==> src/rtl/rsa_uart_pkg.sv <==
// Shared encodings and defaults for the UART receive word packer.
// Optional msg_bytes counter: define UART_RX_MSG_BYTE_COUNT_EN.
package rsa_uart_pkg;

  localparam logic [1:0] ST_COLLECT = 2'd0;
  localparam logic [1:0] ST_ACK     = 2'd1;
  localparam logic [1:0] ST_EMIT    = 2'd2;

  typedef enum logic [1:0] {
    COLLECT = ST_COLLECT,
    ACK     = ST_ACK,
    EMIT    = ST_EMIT
  } state_t;

  localparam logic [7:0] ASCII_EOT = 8'h04;
  localparam int DEF_WORD_BYTES = 4;

endpackage

==> src/rtl/byte_lane_writer.sv <==
// Inserts one byte into lane idx of a big-endian word, or zero-clears it.
// Lane 0 is the MSB byte.
module byte_lane_writer
  import rsa_uart_pkg::*;
#(
  parameter int WORD_BYTES = DEF_WORD_BYTES,
  parameter int CNT_W      = $clog2(WORD_BYTES + 1)
) (
  input  logic [8*WORD_BYTES-1:0] word_in,
  input  logic [7:0]              lane_byte,
  input  logic [CNT_W-1:0]        lane_idx,
  input  logic                    wr_en,
  input  logic                    clr,
  output logic [8*WORD_BYTES-1:0] word_out
);

  always_comb begin
    word_out = word_in;
    if (clr) begin
      word_out = '0;
    end else if (wr_en) begin
      for (int i = 0; i < WORD_BYTES; i++) begin
        if (lane_idx == CNT_W'(i)) begin
          word_out[8*(WORD_BYTES-1-i) +: 8] = lane_byte;
        end
      end
    end
  end

endmodule

==> src/rtl/uart_rx_word_packer.sv <==
// Drains the UART receive buffer and packs bytes big-endian into words.
// Optional msg_bytes counter: define UART_RX_MSG_BYTE_COUNT_EN.
module uart_rx_word_packer
  import rsa_uart_pkg::*;
#(
  parameter int WORD_BYTES = DEF_WORD_BYTES,
  parameter int CNT_W      = $clog2(WORD_BYTES + 1)
) (
  input  logic                    clk,
  input  logic                    rst,
  input  logic                    rx_flag,
  input  logic                    rx_eot,
  input  logic [7:0]              rx_data,
  output logic                    rx_clear,
  output logic [8*WORD_BYTES-1:0] word_data,
  output logic                    word_valid,
  input  logic                    word_ready,
  output logic                    word_last,
  output logic [CNT_W-1:0]        word_nbytes,
  output logic                    busy
`ifdef UART_RX_MSG_BYTE_COUNT_EN
  ,
  output logic [15:0]             msg_bytes
`endif
);

  state_t                  state;
  logic [CNT_W-1:0]        count;
  logic [8*WORD_BYTES-1:0] word_q;
  logic [8*WORD_BYTES-1:0] word_nxt;
  logic                    last_pending;
  logic                    cap;
  logic                    acc;

  assign cap  = (state == COLLECT) && rx_flag && !rx_eot;
  assign acc  = (state == EMIT) && word_ready;
  assign busy = (state == EMIT) || (count != '0);

  byte_lane_writer #(
    .WORD_BYTES (WORD_BYTES),
    .CNT_W      (CNT_W)
  ) u_lane (
    .word_in   (word_q),
    .lane_byte (rx_data),
    .lane_idx  (count),
    .wr_en     (cap),
    .clr       (acc),
    .word_out  (word_nxt)
  );

  always_ff @(posedge clk) begin
    if (rst) begin
      state        <= COLLECT;
      count        <= '0;
      word_q       <= '0;
      last_pending <= 1'b0;
      rx_clear     <= 1'b0;
      word_valid   <= 1'b0;
      word_last    <= 1'b0;
      word_nbytes  <= '0;
      word_data    <= '0;
    end else begin
      word_q <= word_nxt;
      unique case (state)
        COLLECT: begin
          if (rx_flag) begin
            if (!rx_eot) begin
              count <= count + CNT_W'(1);
            end else begin
              last_pending <= 1'b1;
            end
            rx_clear <= 1'b1;
            state    <= ACK;
          end
        end
        // The buffer flag is still set here; it is deliberately ignored.
        ACK: begin
          rx_clear <= 1'b0;
          if (last_pending || count == CNT_W'(WORD_BYTES)) begin
            word_valid  <= 1'b1;
            word_last   <= last_pending;
            word_nbytes <= count;
            word_data   <= word_q;
            state       <= EMIT;
          end else begin
            state <= COLLECT;
          end
        end
        EMIT: begin
          if (word_ready) begin
            word_valid   <= 1'b0;
            word_last    <= 1'b0;
            word_nbytes  <= '0;
            word_data    <= '0;
            count        <= '0;
            last_pending <= 1'b0;
            state        <= COLLECT;
          end
        end
        default: begin
          rx_clear <= 1'b0;
          state    <= COLLECT;
        end
      endcase
    end
  end

`ifdef UART_RX_MSG_BYTE_COUNT_EN
  always_ff @(posedge clk) begin
    if (rst) begin
      msg_bytes <= '0;
    end else if (acc && word_last) begin
      msg_bytes <= '0;
    end else if (cap && msg_bytes != 16'hFFFF) begin
      msg_bytes <= msg_bytes + 16'd1;
    end
  end
`endif

endmodule
==> config.mk <==
export PLATFORM = sky130hd
export DESIGN_NAME = uart_rx_word_packer
export DESIGN_NICKNAME = d
export VERILOG_FILES = /design/src/rtl/rsa_uart_pkg.sv /design/src/rtl/byte_lane_writer.sv /design/src/rtl/uart_rx_word_packer.sv
export SDC_FILE = /design/constraint.sdc
export NUM_CORES = 1
export LEC_CHECK = 0
export ABC_AREA = 1
export CORE_UTILIZATION = 30
export DETAILED_ROUTE_END_ITERATION = 7
export GPL_ROUTABILITY_DRIVEN = 0
export PLACE_DENSITY = 0.6
export SYNTH_ARGS = -nofsm -noshare
export SYNTH_HDL_FRONTEND = slang
export SYNTH_SLANG_ARGS = --single-unit
==> constraint.sdc <==
create_clock -name clk -period 4 [get_ports clk]
set_input_delay 0.8 -clock clk [delete_from_list [all_inputs] [get_ports clk]]
set_output_delay 0.8 -clock clk [all_outputs]
set_load 0.02 [all_outputs]
==> metrics list <==
- Run status: completed
* DRT met1 WL: 3460 um
* Hold crit path type: register to register
- Number of antenna violations at the first check in global routing: 0
- Count of state elements after synthesis: 76
- Layout fillers: 1053
- Critical path startpoint category: register
- Along the worst path, the maximum fanout reaches 4.
- The number of different library cells used by synthesis comes to 24.
* Leading cell types by count after synthesis: sky130_fd_sc_hd__nand2_1 (81), sky130_fd_sc_hd__dfxtp_1 (76), sky130_fd_sc_hd__nor2_1 (76)
* Number of clock sinks: 76
- Slew @ Worst Pin: 0.747 ns
- Setup Slack @ Placement: 1.23 ns
* Hold-fix buffer count after cts: 0
- The number of gates resized after CTS was 0.
- Top-level I/O count: 52
- Layout Utilization: 0.385
- Sequential element share of the synthesized area: 0.498
- Setup violations remaining at the end of the flow were counted as 0.
* Max-Slew Margin vs Limit: 0.500
- Dominant cell by count in the synthesized netlist: sky130_fd_sc_hd__nand2_1
- After floorplanning, the core was divided into 36 placement rows.
- Clock edge transition at the registers on the reported setup and hold paths: 0.07 ns
* Worst R2R Start: state[0]
* Cells after Synth: 397
- Total nets after synthesis: 415
- The most critical setup path has its startpoint at count[0].
* Sw power: 377 uW
- Fraction of registers with async set/reset: 0
- Flip-flop cell with the highest count after synthesis: sky130_fd_sc_hd__dfxtp_1
* Net Sw Frac: 0.244
- Setup slack closes at 1.37 ns.
- The floorplan step defined a core boundary enclosing 9820 sq um.
- For the final database, setup skew stands at 0.00649 ns.
- Path type of the worst setup path: register to output port
- Met3 WL post-DR: 277 um
- The worst path in the final design needs a cycle of 2.63 ns, including I/O delays and setup.
- The wire-length estimate of the detail-placed layout is 4610 um.
* Drt wl/cell: 12.1 um
- The die covers 10600 sq um.
* Synthesized area per cell: 7.69 sq um
- Effective utilization at floorplan: 0.311
* Library cell used as clock root buffer: sky130_fd_sc_hd__clkbuf_8
* Clock buffer count from CTS: 9
- For this block, the initial DRC count from the detailed router was 152.
- Slowest Stage Delay on Critical Path: 0.60 ns
* Length of routed met2 wiring: 3150 um
* Cell type of the slowest stage on the worst timing path: sky130_fd_sc_hd__clkdlybuf4s50_1
- Entering global routing, the biggest net connects 45 pins.
- Yosys mapped a number of flops with a built-in enable equal to 0.
* Aggregate global-route resource usage: 0.147
- During placement, the flow inserted port buffers numbering 51.
- Highest signal layer in the routed design: met4
* Count of non-filler cells in the finished layout: 579
* Total Nets Final: 460
- Derived from the worst setup path, the maximum achievable clock frequency is 0.380 GHz.
- First-pass GRT wire length: 11600 um
* Buffer levels on the longest clock path: 2
- Sequential power share: 0.510
- Of the total power, the clock network draws 0.400.
- The count of endpoints failing hold in the final timing report is 0.
- Vias in the first global route: 2527
- The detail route stage leaves a number of antenna-violating nets equal to 0.
- The share of synthesized area in the top cell type comes to 0.498.
- The routed design has 7030 um of wire.
* Total power: 1.54 mW
* Leakage dissipation: 1.67 nW
* Count of max-cap constraint violations: 0
* Combinational cell fraction of total power: 0.090
* Cell-internal power: 1.17 mW
- Depth of the CTS H-tree: 3
* Worst-case vdd ir drop: 152 uV
- Remaining Overflow, GRT: 0
- Height of the chip: 103 um
* Most frequent cell on the critical path: sky130_fd_sc_hd__inv_1
- TritonCTS built the clock tree.
- DR vias: 2546
* Growth of design area from synthesis to finish: 23.9%
* Antenna Diode Count: 0
- Total count of max-transition violations in the final report: 0
* Die extent in x: 103 um
- During synthesis, Yosys emitted a total of 0 warnings.
- Dividing the final minimum period by the clock period gives 0.658.
- The largest total area in the synthesized netlist belongs to sky130_fd_sc_hd__dfxtp_1.
* Capturing element type of the critical path: output port
- For the worst setup path, the data required time is 3.20 ns.
- Worst Path Arrival: 1.83 ns
- After detailed routing, the number of remaining DRC violations is 0.
- Fraction of layout instances using a drive strength above 1: 0.0605
* Top post-synthesis cells by area: sky130_fd_sc_hd__dfxtp_1 (50%), sky130_fd_sc_hd__nand2_1 (10%), sky130_fd_sc_hd__nor2_1 (9.3%), sky130_fd_sc_hd__nand3_1 (6.2%), sky130_fd_sc_hd__o21ai_0 (6.1%)
- Cell total after placement: 564
- Power Density: 408 nW/um^2
* Via-per-instance ratio: 4.40
- Buffers inserted by post-CTS timing repair: 0
* Clock insertion delay at the later pin of the skew report: 0.34 ns
- RSZ-0062 raised after global routing: no
- The first detailed-routing pass took 4 iterations.
- Cells traversed along the worst timing path: inv_1 -> ha_1 -> inv_1 -> nor2_1 -> nand2_1 -> clkdlybuf4s50_1
- Worst Min Path Start: word_valid
- Summing every instance area after synthesis gives 3050 sq um.
- Total negative slack for setup checks: 0 ns
[flip-flops by register name (all words and copies together) (netlist names)]
register and flops:
word_valid 1, word_data 32, state 2, word_last 1, count 3, word_q 32, word_nbytes 3, last_pending 1
rx_clear 1
[cells in the final DEF (no fill, tap or decap), drive strengths merged, types with 3 or more instances in the layout]
cell type      count
nor2              78
dfxtp             76
nand3             40
nand2             82
nand4              7
o21ai             39
clkbuf             9
inv               47
ha                 5
clkdlybuf4s50     51
clkinv             4
a21oi              3
[power groups by stage]
| stage | Combinational [mW] | Clock (mW) | Sequential, mW |
|---|---|---|---|
| 5_1_grt | 0.159 | 0.662 | 0.789 |
| 2_1_floorplan | 0.0959 | 0 | 0.806 |
| 4_1_cts | 0.141 | 0.631 | 0.787 |
| 6_report | 0.139 | 0.618 | 0.787 |
| 3_5_place_dp | 0.139 | 0 | 0.805 |
| 3_3_place_gp | 0.138 | 0 | 0.804 |
[layout make-up]
class	instances	area (sq um)	share of cell area
flip-flops and latches	76	1520	0.402
repair buffers	52	518	0.137
well taps	133	166	0.0440
multi-input cells	256	1200	0.316
inverters	47	176	0.0466
clock inverters	6	80.1	0.0212
clock buffers	9	124	0.0327
[metrics by stage]
| stage | area (sq um) | hold slack, ns |
|---|---|---|
| 6_report | 3780 | 0.462 |
| 5_1_grt | 3780 | 0.477 |
| 4_1_cts | 3780 | 0.468 |
| 3_5_place_dp | 3580 | 0.454 |
| 3_3_place_gp | 3580 | 0.457 |
| 2_1_floorplan | 3050 | 0.437 |
[routing by layer]
metal,global-route usage,vias to the layer above
li1,-,1327
met1,0.186,1160
met2,0.236,50
met3,0.0251,9
met4,0.0813,0
met5,0,-
[critical path, delay by kind of cell (launching register included)]
| family | cells | cell delay (ns) |
|---|---|---|
| buf+inv | 3 | 0.76 |
| simple gates | 2 | 0.13 |
| fa+ha+maj | 1 | 0.22 |
| flops | 1 | 0.38 |
[cells by family (layout without fill, tap and decap cells)]
kind of cell               Yosys count  after routing  share of synthesized area
AOI/OAI and AO/OA                   42             42                     0.0689
adders and majority gates            5              5                     0.0205
buffers and inverters               65            114                      0.109
DFF                                 76             76                      0.498
and+or+nand+nor                    209            209                      0.303
[final timing paths]
| check | to | depth (start not counted) | slack [ns] |
|---|---|---|---|
| worst max register to register | word_data[19] | 7 | 2.14 |
| worst min register to register | word_valid | 2 | 0.46 |
| worst min-delay path | word_valid | 2 | 0.46 |
| worst max-delay path | busy | 6 | 1.37 |
Power figures use the tool's default switching activity.
